**config.mk**
```make
export PLATFORM = sky130hd
export DESIGN_NAME = subtractor_flat
export DESIGN_NICKNAME = d
export VERILOG_FILES = /design/src/rtl/subtractor_if.sv /design/src/rtl/subtractor.sv /design/src/flat_wrapper.sv
export SDC_FILE = /design/constraint.sdc
export NUM_CORES = 1
export LEC_CHECK = 0
export CAP_MARGIN = 5
export CELL_PAD_IN_SITES_DETAIL_PLACEMENT = 1
export CELL_PAD_IN_SITES_GLOBAL_PLACEMENT = 1
export CORE_AREA = 2 2 39 41
export CTS_BUF_LIST = sky130_fd_sc_hd__clkbuf_4 sky130_fd_sc_hd__clkbuf_8
export CTS_CLUSTER_DIAMETER = 50
export DETAILED_ROUTE_END_ITERATION = 8
export DIE_AREA = 0 0 41 43
export PLACE_DENSITY = 0.69
export SKIP_CTS_REPAIR_TIMING = 1
export SYNTH_ARGS = -nofsm -noshare
export SYNTH_HDL_FRONTEND = slang
export SYNTH_SLANG_ARGS = --single-unit
```
**constraint.sdc**
```tcl
create_clock -name clk -period 1 [get_ports clk]
set_input_delay 0.1 -clock clk [delete_from_list [all_inputs] [get_ports clk]]
set_output_delay 0.1 -clock clk [all_outputs]
set_load 0.05 [all_outputs]
```
**src/rtl/subtractor_if.sv**
```systemverilog
// Operand/result bundle for the registered subtractor; master drives operands,
// slave (the subtractor) returns the registered difference and flags.
interface subtractor_if #(
  parameter int WIDTH = 4
);
  logic             in_valid;
  logic [WIDTH-1:0] a;
  logic [WIDTH-1:0] b;
  logic [WIDTH-1:0] d;
  logic             ovf;
  logic             out_valid;

  modport master (
    output in_valid, a, b,
    input  d, ovf, out_valid
  );

  modport slave (
    input  in_valid, a, b,
    output d, ovf, out_valid
  );
endinterface

```
**src/rtl/subtractor.sv**
```systemverilog
// Registered two's-complement subtractor d = a - b with signed-overflow flag.
// Define SUBTRACTOR_SAT_EN to clamp overflowing results instead of wrapping.
module subtractor #(
  parameter int WIDTH = 4
) (
  input  logic          clk,
  input  logic          rst,
  subtractor_if.slave   bus
);
  localparam int MSB = WIDTH - 1;

  logic [WIDTH-1:0] nb;
  logic [WIDTH-1:0] raw;
  logic             carry;
  logic             ovf_d;
  logic [WIDTH-1:0] d_d;
  logic [WIDTH-1:0] d_q;
  logic             ovf_q;
  logic             valid_q;

  assign nb = ~bus.b;

  // Ripple chain of full adders, carry-in = 1; final carry-out is dropped.
  always_comb begin
    raw   = '0;
    carry = 1'b1;
    for (int unsigned i = 0; i < WIDTH; i++) begin
      raw[i] = bus.a[i] ^ nb[i] ^ carry;
      carry  = (bus.a[i] & nb[i]) | (carry & (bus.a[i] ^ nb[i]));
    end
  end

  assign ovf_d = (bus.a[MSB] != bus.b[MSB]) && (raw[MSB] != bus.a[MSB]);

`ifdef SUBTRACTOR_SAT_EN
  always_comb begin
    d_d = raw;
    if (ovf_d) begin
      d_d      = bus.a[MSB] ? '0 : '1;
      d_d[MSB] = bus.a[MSB];
    end
  end
`else
  assign d_d = raw;
`endif

  always_ff @(posedge clk or posedge rst) begin
    if (rst) begin
      d_q     <= '0;
      ovf_q   <= 1'b0;
      valid_q <= 1'b0;
    end else begin
      valid_q <= bus.in_valid;
      if (bus.in_valid) begin
        d_q   <= d_d;
        ovf_q <= ovf_d;
      end
    end
  end

  assign bus.d         = d_q;
  assign bus.ovf       = ovf_q;
  assign bus.out_valid = valid_q;
endmodule

```
**src/flat_wrapper.sv**
```systemverilog
// flat-port wrapper written by rule: the top's interface ports become plain ports
module subtractor_flat 
#(
  parameter int WIDTH = 4
)
  (clk, rst, bus_in_valid, bus_a, bus_b, bus_d, bus_ovf, bus_out_valid);
  subtractor_if #(.WIDTH(WIDTH)) bus_i ();
  input  logic clk;
  input  logic rst;
  input wire logic [$bits(bus_i.in_valid)-1:0] bus_in_valid;
  input wire logic [$bits(bus_i.a)-1:0] bus_a;
  input wire logic [$bits(bus_i.b)-1:0] bus_b;
  output wire logic [$bits(bus_i.d)-1:0] bus_d;
  output wire logic [$bits(bus_i.ovf)-1:0] bus_ovf;
  output wire logic [$bits(bus_i.out_valid)-1:0] bus_out_valid;
  assign bus_i.in_valid = bus_in_valid;
  assign bus_i.a = bus_a;
  assign bus_i.b = bus_b;
  assign bus_d = bus_i.d;
  assign bus_ovf = bus_i.ovf;
  assign bus_out_valid = bus_i.out_valid;
  subtractor #(.WIDTH(WIDTH)) u_core (.clk(clk), .rst(rst), .bus(bus_i));
endmodule
```
After elaboration in Yosys (flattened, before gate mapping). Index checks and enable logic that the tools add are counted.

Equality and inequality tests: 2. Bitwise operators: 17. Reductions and logical operators: 1.

Operators with widths (number): 1-bit bitwise XOR (7); 1-bit bitwise AND (5); 4-bit NOT (1); 1-bit bitwise OR (3); 1-bit != test (2); 1-bit logical AND (1); 1-bit NOT (1).

Bits in registers: 6. Output and inout bits: 6.

Longest topological paths before layout.
Depth in word-level cells: 10. Mapped depth: 8. Mapped depth without buffers: 8.

Least setup slack after synthesis. OpenSTA, ideal clock, no wires.

Kind: in2reg. From: in bus_a[0]. To: reg u_core.ovf_q, in the netlist u_core.bus.ovf. Data arrival time: 1.411 ns. Required time: 0.918 ns. Slack: -0.493 ns. Cell stages on the path: 8. Buffers on the path: 0. Cells stage by stage: inv_1 ha_1 inv_1 fa_1 inv_1 fa_1 or3b_1 a31oi_1.

Word-level cells in the longest chain between the ends: 9. Elaborated cells on any way between the ends: 10.

RTL lines: from (decl) (line flat_wrapper.sv:11) `input wire logic [$bits(bus_i.a)-1:0] bus_a;`; 1-bit bitwise AND / 1-bit bitwise XOR (equally long branches) (line subtractor.sv:29) `carry = (bus.a[i] & nb[i]) | (carry & (bus.a[i] ^ nb[i]));`; 1-bit bitwise OR (*) (line subtractor.sv:29); 1-bit bitwise AND (*) (line subtractor.sv:29); 1-bit bitwise OR (*) (line subtractor.sv:29); 1-bit bitwise AND (*) (line subtractor.sv:29); 1-bit bitwise OR (*) (line subtractor.sv:29); 1-bit bitwise XOR (*) (line subtractor.sv:28) `raw[i] = bus.a[i] ^ nb[i] ^ carry;`; 1-bit != test (*) (line subtractor.sv:33) `assign ovf_d = (bus.a[MSB] != bus.b[MSB]) && (raw[MSB] != bus.a[MSB]);`; 1-bit logical AND (*) (line subtractor.sv:33); to (signal assigned) (line subtractor.sv:56) `ovf_q <= ovf_d;`; to (decl) (line subtractor.sv:18) `logic ovf_q;`.

Every way passes the cells marked *; elsewhere a longest branch is shown, timed or not. A chain may end at the register's enable or synchronous reset.

Worst setup path in the final report.
From: in bus_a[0]. To: reg u_core.d_q[3], in the netlist u_core.bus.d[3].

Word-level cells in the longest chain between the ends: 7. Elaborated cells on any way between the ends: 8.

RTL lines: 1-bit bitwise AND / 1-bit bitwise XOR (equally long branches) (line subtractor.sv:29); 1-bit bitwise OR (*) (line subtractor.sv:29); 1-bit bitwise AND (*) (line subtractor.sv:29); 1-bit bitwise OR (*) (line subtractor.sv:29); 1-bit bitwise AND (*) (line subtractor.sv:29); 1-bit bitwise OR (*) (line subtractor.sv:29); 1-bit bitwise XOR (*) (line subtractor.sv:28); to (signal assigned) (line subtractor.sv:49) `d_q <= '0;`; to (signal assigned) (line subtractor.sv:55) `d_q <= d_d;`; to (decl) (line subtractor.sv:17) `logic [WIDTH-1:0] d_q;`.

Marks and branches as above.

==> flow_summary.yaml <==
run_status:
  outcome: "complete, but fails checks"
  violations: "negative setup slack"
timing:
  max-slew-margin-rel_pct: 83.88
  slew_viol_final: 0
  fin_crit_ps: 1417
  rsz0062_at_grt: "yes"
  min_period_over_period_pct: 141.7
  timing.fmax_mhz: 705.9
  hold_viol: 0
  skew_ps: 0
  setup_ws_ps: -416.7
  finalSetupViolations: 3
  worstMarginPinSlew_ps: 241.6
  finalSetupTns_ps: -1047
clock_tree:
  cts_max_path_buffers: 2
  clk_pin_slew_ps: 50
  root_buffer: "clkbuf_4"
  cts_buffers: 3
  cts_sinks: 6
  cts_tree: "done"
  htree_levels: 1
  insertion_delay_ps: 240
global_routing:
  grt_max_degree: 7
  overflow: 0
  grt_pass1_wl_um: 1193
  grt_pass1_vias: 293
  antenna_found_initial: 0
  track_usage_pct: 10.57
placed_design:
  pre_cts_slack_ps: -1168
  gp_congestion: 0.6610
  portBuffers: 16
  hpwl_um: 647
route:
  detail-route-antenna-nets: 0
  viasPerCell: 4.078
  routed_wl_um: 762
  drc_errors: 0
  drt_iter0_markers: 0
  vias: 261
  firstDrtPassIters: 1
  avgRoutedWirePerCell_um: 11.91
critical_path:
  start_kind: "primary input"
  worstPathMaxFanout: 3
  worstPathRequired_ps: 1120
  crit_arrival_ps: 1540
  timing_worst_setup_path_type: "in -> reg"
  r2r_cells: 1
  end_kind: "flip-flop"
floorplanning:
  die_h_um: 43
  num_rows: 14
  coreArea_um2: 1384
  boundaryPins: 17
  die_area_um2: 1763
  floorplan.initialDensity_pct: 23.42
  die_w_um: 41
flow_run:
  drv_cap: 0
pwr:
  p_per_area_nw_per_um2: 1535
  ir_drop_mv: 0.7170
  p_leak_nw: 0.3129
synthesis:
  synthCells: 27
  syn_avg_cell_area_um2: 12.00
  synth_cell_types: 13
  synth_top_area_cell: "dfrtp_1"
  syn_nets: 41
  synth_area_leaders: "dfrtp_1, fa_1, xor3_1"
  yosysTopAreaCellShare_pct: 46.33
  ys_ff_latch: 6
  yosysSeqAreaShare_pct: 46.33
  syn_area_um2: 324.1
  yosys_warnings: 0
final_layout:
  layout.nets: 64
  final_util_pct: 46.75
  n_antenna_cell: 0
  drive_above_1_share_pct: 47.92
  area_growth_pct: 99.61
  nFillCells: 154
min_path:
  hold_path_class: "in -> async"
-- cell type report --
| class | count | area (um2) | area share (%) |
|---|---|---|---|
| clock buffers | 3 | 22.52 | 3.482 |
| inverters | 6 | 35.03 | 5.416 |
| multi-input cells | 14 | 171.4 | 26.50 |
| flip-flops and latches | 6 | 150.1 | 23.21 |
| well taps | 16 | 20.02 | 3.095 |
| repair buffers | 19 | 247.7 | 38.30 |
-- per-stage QoR --
stage	total power [mW]	instances	cell area (um2)	hold slack, ps
5_1_grt	1.045	64	646.9	108.4
3_3_place_gp	0.7628	60	608.1	326.7
6_report	0.9931	64	646.9	85.72
4_1_cts	1.002	63	630.6	92.98
2_1_floorplan	0.5228	27	357.8	-109.0
3_5_place_dp	0.7730	60	608.1	350.2
-- synth_stat cells --
| master | number |
|---|---|
| fa_1 | 2 |
| mux2_4 | 1 |
| or3b_1 | 1 |
| a31oi_1 | 1 |
| dfrtp_1 | 6 |
| mux2_2 | 1 |
| nor2_1 | 3 |
| inv_1 | 6 |
| xor3_1 | 1 |
| a21oi_1 | 2 |
| buf_2 | 1 |
| nand3b_1 | 1 |
| ha_1 | 1 |
-- kinds of logic after synthesis --
logic type	Yosys count	synth area share [%]
buf+inv	7	8.492
mux	2	8.107
simple gates	5	8.495
flops	6	46.33
xor+xnor	1	7.335
compound gates	3	5.021
fa+ha+maj	3	16.22
-- worst paths after layout --
check	startpoint	slack, ps	to
min in group clk	bus_b[0]	200	u_core.bus.d[0]$_DFFE_PP0P_
worst max register to register	u_core.bus.d[3]$_DFFE_PP0P_	210	u_core.bus.d[3]$_DFFE_PP0P_
worst min-delay path	rst	90	u_core.bus.out_valid$_DFF_PP0_
max in group asynchronous	rst	710	u_core.bus.d[3]$_DFFE_PP0P_
worst max-delay path	bus_a[0]	-420	u_core.bus.d[3]$_DFFE_PP0P_
worst min register to register	u_core.bus.d[1]$_DFFE_PP0P_	580	u_core.bus.d[1]$_DFFE_PP0P_
-- registers in the layout (all words and copies together) (netlist names) --
| name | cells |
|---|---|
| u_core.bus.d | 4 |
| u_core.bus.ovf | 1 |
| u_core.bus.out_valid | 1 |
-- cells in the final DEF (no fill, tap or decap) --
cell             count
a21oi_1              1
nand3b_1             1
inv_1                3
a31oi_1              1
clkbuf_4             3
dfrtp_1              6
mux2_4               2
xor3_1               1
buf_8                1
inv_12               1
inv_2                2
ha_4                 1
clkbuf_2             1
nor2_1               3
or3b_1               1
dlymetal6s2s_1       2
clkdlybuf4s50_1      6
a21oi_2              1
fa_2                 2
buf_12               6
buf_4                3
-- where the power goes --
group,leakage [nW],internal [mW],switching (mW)
Clock,0.0138,0.136,0.0842
Combinational,0.230,0.246,0.208
Sequential,0.0693,0.280,0.0394
-- layer usage --
metal / global-route usage [%] / share of wire (%) / vias to the layer above
met2: 16.56 / 51 / 16
met5: 0 / 0 / -
met3: 2.094 / 11 / 0
li1: - / - / 128
met1: 12.71 / 39 / 117
met4: 6.000 / 0 / 0
-- critical path: stages --
cell	delay (ps)
buf_8	110
inv_12	40
ha_4	110
inv_2	30
fa_2	370
inv_2	70
fa_2	220
xor3_1	220
mux2_4	260
Power figures use the tool's default switching activity.
